## src/rtl/fetch.sv

```systemverilog
// Instruction-fetch stage: program counter, instruction register and a fixed
// instruction ROM, sequenced by the controller's T0 (fetch) and T1 (advance) phases.
module fetch #(
    parameter int          ADDR_BITS = 8,
    parameter logic [15:0] PC_RESET  = 16'h0000
) (
    input  logic        clk,
    input  logic        rst_n,
    input  logic        T0,
    input  logic        T1,
    output logic [15:0] PC_out,
    output logic [15:0] IR
);

    logic [15:0]          pc_q;
    logic [15:0]          pc_d;
    logic [15:0]          ir_q;
    logic [15:0]          ir_d;
    logic [15:0]          rom_data;
    logic [ADDR_BITS-1:0] rom_addr;

    // Only the low PC bits index the ROM, so higher addresses alias onto it.
    assign rom_addr = pc_q[ADDR_BITS-1:0];

    always_comb begin
        rom_data = 16'h0000;
        case (rom_addr)
            ADDR_BITS'(0): rom_data = 16'h0020;
            ADDR_BITS'(1): rom_data = 16'h0841;
            ADDR_BITS'(2): rom_data = 16'h1062;
            ADDR_BITS'(3): rom_data = 16'h1883;
            ADDR_BITS'(4): rom_data = 16'h20A4;
            ADDR_BITS'(5): rom_data = 16'h28C5;
            ADDR_BITS'(6): rom_data = 16'h30E6;
            ADDR_BITS'(7): rom_data = 16'h3907;
            default:       rom_data = 16'h0000;
        endcase
    end

    // Both phases may be active together; IR always sees the pre-edge PC.
    always_comb begin
        pc_d = pc_q;
        ir_d = ir_q;
        if (T0) ir_d = rom_data;
        if (T1) pc_d = pc_q + 16'd1;
    end

    always_ff @(posedge clk or negedge rst_n) begin
        if (!rst_n) begin
            pc_q <= PC_RESET;
            ir_q <= 16'h0000;
        end else begin
            pc_q <= pc_d;
            ir_q <= ir_d;
        end
    end

    assign PC_out = pc_q;
    assign IR     = ir_q;

endmodule

```

## config.mk

```make
export PLATFORM = sky130hd
export DESIGN_NAME = fetch
export DESIGN_NICKNAME = d
export VERILOG_FILES = /design/src/rtl/fetch.sv
export SDC_FILE = /design/constraint.sdc
export NUM_CORES = 1
export LEC_CHECK = 0
export CAP_MARGIN = 0
export CORE_MARGIN = 3
export CORE_UTILIZATION = 40
export DETAILED_ROUTE_END_ITERATION = 12
export PLACE_DENSITY = 0.84
export SETUP_SLACK_MARGIN = 0.4
export SLEW_MARGIN = 20
export SYNTH_ARGS = -nofsm -noshare
export SYNTH_HDL_FRONTEND = slang
export SYNTH_SLANG_ARGS = --single-unit
```

## constraint.sdc

```tcl
create_clock -name clk -period 1.4 [get_ports clk]
set_clock_uncertainty 0.15 [all_clocks]
set_input_delay 0.35 -clock clk [delete_from_list [all_inputs] [get_ports clk]]
set_output_delay 0.35 -clock clk [all_outputs]
set_load 0.01 [all_outputs]
```

==> impl_summary.txt <==
----------------------------------------------------
[Pwr]
  Total power density per cell area ... 1620 mW/mm²
  Pleak ... 0.881 nW
  Pwr Total ... 2.85 mW
  Worst supply voltage drop on vdd ... 1.46 mV

[Synth]
  Top_reg_cell synth ... sky130_fd_sc_hd__dfrtp_1
  Mean area per synthesized cell ... 10.9 µm²
  Number of synthesized flops with an enable pin ... 0
  Synth Cell Area ... 0.00107 mm²
  Area share of the largest cell type after synthesis ... 0.538
  Number of library cell types mapped by synthesis ... 20
  Sequential cell area fraction in the yosys report ... 0.538
  Commonest cells in the synthesized netlist ... 23 x sky130_fd_sc_hd__dfrtp_1, 11 x sky130_fd_sc_hd__nand2_1, 11 x sky130_fd_sc_hd__xnor2_1, 9 x sky130_fd_sc_hd__buf_4, 8 x sky130_fd_sc_hd__inv_1
  Register bit total from synthesis ... 23
  Ys async rst share ... 1.00
  Post-synth top area cell ... sky130_fd_sc_hd__dfrtp_1
  Instance count of the mapped netlist ... 98
  Ys Warns ... 0
  Most common cell in the netlist ... sky130_fd_sc_hd__dfrtp_1
  Most area-consuming cells after synthesis ... sky130_fd_sc_hd__dfrtp_1 54%, sky130_fd_sc_hd__xnor2_1 9.0%, sky130_fd_sc_hd__buf_4 6.3%, sky130_fd_sc_hd__nand2_1 3.9%, sky130_fd_sc_hd__ha_1 3.5%

[Job]
  Count of max-cap constraint violations ... 0

[Die]
  Initial core utilization ... 0.428
  Die area ... 0.00333 mm²
  Site row count ... 18
  Floorplan core area ... 0.00250 mm²
  IO Count ... 36
  Die W ... 57.7 µm
  Die height ... 57.7 µm

[STA]
  Final hold violation count ... 0
  Unrepaired setup endpoints after global routing ... true
  Setup-failing EPs final ... 24
  Min setup slack post-route ... -0.290 ns
  Worst hold slack ... 0.206 ns
  Maximum operating frequency ... 0.592 GHz
  Final period utilization ... 1.21
  Post-route minimum period ... 1.69 ns
  Final count of pins violating max slew ... 0

[Cells and area]
  Total inserted antenna cells ... 0
  Layout cells sized above 1 ... 0.556
  Filler cell count in the final layout ... 171
  Final core utilization ... 0.704
  Post-synthesis to final-layout area growth ... 64.6%
  Nets@finish ... 179

[Place]
  Post-placement worst setup slack ... -0.586 ns
  Detailed placer's ending HPWL ... 1.81 mm
  Final weighted congestion in routability-driven placement ... 0.869
  Number of I/O port buffers ... 29

[Global routing]
  GRT Residual Overflow ... 0
  Pin count of the biggest net entering global routing ... 24
  Total GRT Usage ... 0.192
  Wire length of the first global-routing pass ... 4.75 mm
  Number of antenna violations at the first check in global routing ... 0
  Vias in the first global route ... 1007

[Critical path]
  Worst-case register-to-register setup slack ... -0.29 ns
  Capture point of the worst reg-to-reg path ... IR[6]
  Worst-path maximum fanout ... 6
  Maximum single-stage delay on the critical path ... 0.50 ns
  Crit path buf inv count ... 1
  Worst setup path category ... register to register
  Worst EP arrival ... 1.79 ns
  Startpoint types ... register
  List of cells traversed by the critical path ... buf_6 -> or4b_4 -> nor3_4 -> nand2_1 -> o21ai_1
  Kind of capture point of the worst setup path ... register
  Top delay family on crit path ... simple AND/OR/NAND/NOR gates
  Required time of the critical path ... 1.50 ns
  Reg2Reg Launch Point ... PC_out[4]
  Max stage delay cell, worst path ... sky130_fd_sc_hd__or4b_4
  R2R depth ... 5

[Clock network]
  Master cell of the clock root buffer ... sky130_fd_sc_hd__clkbuf_4
  Number of clock sinks seen by CTS ... 23
  Clock tree buffer depth ... 2
  Number of buffers added by the clock tree synthesis step ... 3
  Worst-path clk slew ... 0.13 ns
  TritonCTS clock tree ... yes
  Clock network latency to the later pin of the worst-skew pair ... 0.32 ns
  CTS HTree Levels ... 1

[Route]
  Avg WL per Cell ... 15.1 µm
  Initial DRC Count ... 9
  DRT antenna net count ... 0
  Final routed wirelength across all metal layers ... 3.03 mm
  Number of remaining DRC errors ... 0
  Routed via count ... 959
  First-pass iteration count of the detailed router ... 4
  Avg Vias per Cell ... 4.77

[Status]
  Violated checks ... negative setup slack
  Outcome ... finished with violations

[Min path]
  Classification of the worst-slack hold path ... input pin to async pin

----------------------------------------------------
-- what timing repair did --
action | 4_1_cts | 5_1_grt
endpoints found under the setup margin | 49 | 49
setup buffers | 14 | 7
hold endpoints to repair | 0 | 0
pin swaps | 22 | 10
hold buffers | 0 | 0
gates resized for setup | 121 | 11
-- logic make-up after synthesis --
family,Yosys count,share of synthesized area
flops,23,0.538
other cells,1,0.00351
simple gates,29,0.153
mux,2,0.0211
xor+xnor,14,0.115
fa+ha+maj,3,0.0351
buf+inv,18,0.0947
compound gates,8,0.0398
-- per-stage QoR --
step	instances	TNS, ns	area (µm²)
after CTS	194	-2.86	1670
after global placement	176	-8.87	1550
after global routing	201	-4.42	1760
after detailed placement	176	-9.58	1550
after floorplan	103	-1.25	1120
final	201	-3.03	1760
-- worst max path at each step --
stage,startpoint,end,slack [ns],depth (start not counted)
after floorplan,PC_out[6],IR[5],-0.17,4
after global placement,T0,IR[5],-0.50,5
after detailed placement,T0,IR[5],-0.59,5
after CTS,PC_out[4],IR[7],-0.24,5
after global routing,PC_out[4],IR[6],-0.31,5
final,PC_out[4],IR[6],-0.29,5
-- sequential cells by signal, indices dropped and copies added, names as in the netlist --
| signal | flops |
|---|---|
| IR | 7 |
| PC_out | 16 |
-- worst reg2reg max path: stages (launching register included) --
cell                      delay [ns]
sky130_fd_sc_hd__dfrtp_1        0.41
sky130_fd_sc_hd__buf_6          0.12
sky130_fd_sc_hd__or4b_4         0.50
sky130_fd_sc_hd__nor3_4         0.23
sky130_fd_sc_hd__nand2_1        0.11
sky130_fd_sc_hd__o21ai_1        0.10
-- layer usage --
metal | share of wire | global-route usage | up-vias
li1 | - | - | 458
met1 | 0.40 | 0.220 | 453
met2 | 0.51 | 0.323 | 38
met3 | 0.053 | 0.0379 | 10
met4 | 0.038 | 0.132 | 0
met5 | 0 | 0 | -
-- area by class of cell --
cell class / count / area [µm²] / share of cell area
Tap cell: 30 / 37.5 / 0.0213
Sequential cell: 23 / 583 / 0.331
Inverter: 9 / 33.8 / 0.0192
Timing Repair Buffer: 73 / 573 / 0.326
Clock inverter: 1 / 5.00 / 0.00284
Clock buffer: 3 / 22.5 / 0.0128
Multi-Input combinational cell: 62 / 505 / 0.287
-- report_power, final --
group / total [mW] / internal [mW] / switching, mW / leakage [nW]
Clock: 0.316 / 0.107 / 0.209 / 0.0177
Sequential: 0.946 / 0.813 / 0.133 / 0.298
Combinational: 1.59 / 0.880 / 0.708 / 0.566
Total: 2.85 / 1.80 / 1.05 / 0.881
-- cell usage in the layout (no fill, tap or decap) --
master	netlist	routed
sky130_fd_sc_hd__dlygate4sd2_1	0	2
sky130_fd_sc_hd__nor3_4	1	2
sky130_fd_sc_hd__nand3_1	5	4
sky130_fd_sc_hd__buf_2	0	19
sky130_fd_sc_hd__o21ai_1	0	5
sky130_fd_sc_hd__nand4_1	5	5
sky130_fd_sc_hd__ha_1	3	1
sky130_fd_sc_hd__clkbuf_4	0	3
sky130_fd_sc_hd__xor2_1	3	3
sky130_fd_sc_hd__dfrtp_1	23	17
sky130_fd_sc_hd__clkinv_2	0	1
sky130_fd_sc_hd__buf_4	9	35
sky130_fd_sc_hd__ha_4	0	2
sky130_fd_sc_hd__and4_4	0	1
sky130_fd_sc_hd__nand2_1	11	11
sky130_fd_sc_hd__dfrtp_2	0	6
sky130_fd_sc_hd__conb_1	1	6
sky130_fd_sc_hd__o22ai_2	0	2
sky130_fd_sc_hd__buf_12	0	1
sky130_fd_sc_hd__nand3_4	0	1
sky130_fd_sc_hd__xnor2_1	11	11
sky130_fd_sc_hd__clkdlybuf4s50_1	0	2
sky130_fd_sc_hd__or4b_4	1	1
sky130_fd_sc_hd__nor2_4	0	3
sky130_fd_sc_hd__inv_1	8	8
sky130_fd_sc_hd__o21ai_0	6	1
sky130_fd_sc_hd__inv_2	1	1
sky130_fd_sc_hd__mux2_4	0	2
sky130_fd_sc_hd__and3_4	0	1
sky130_fd_sc_hd__buf_6	0	14
No activity file was read; power rests on OpenSTA's default activity.
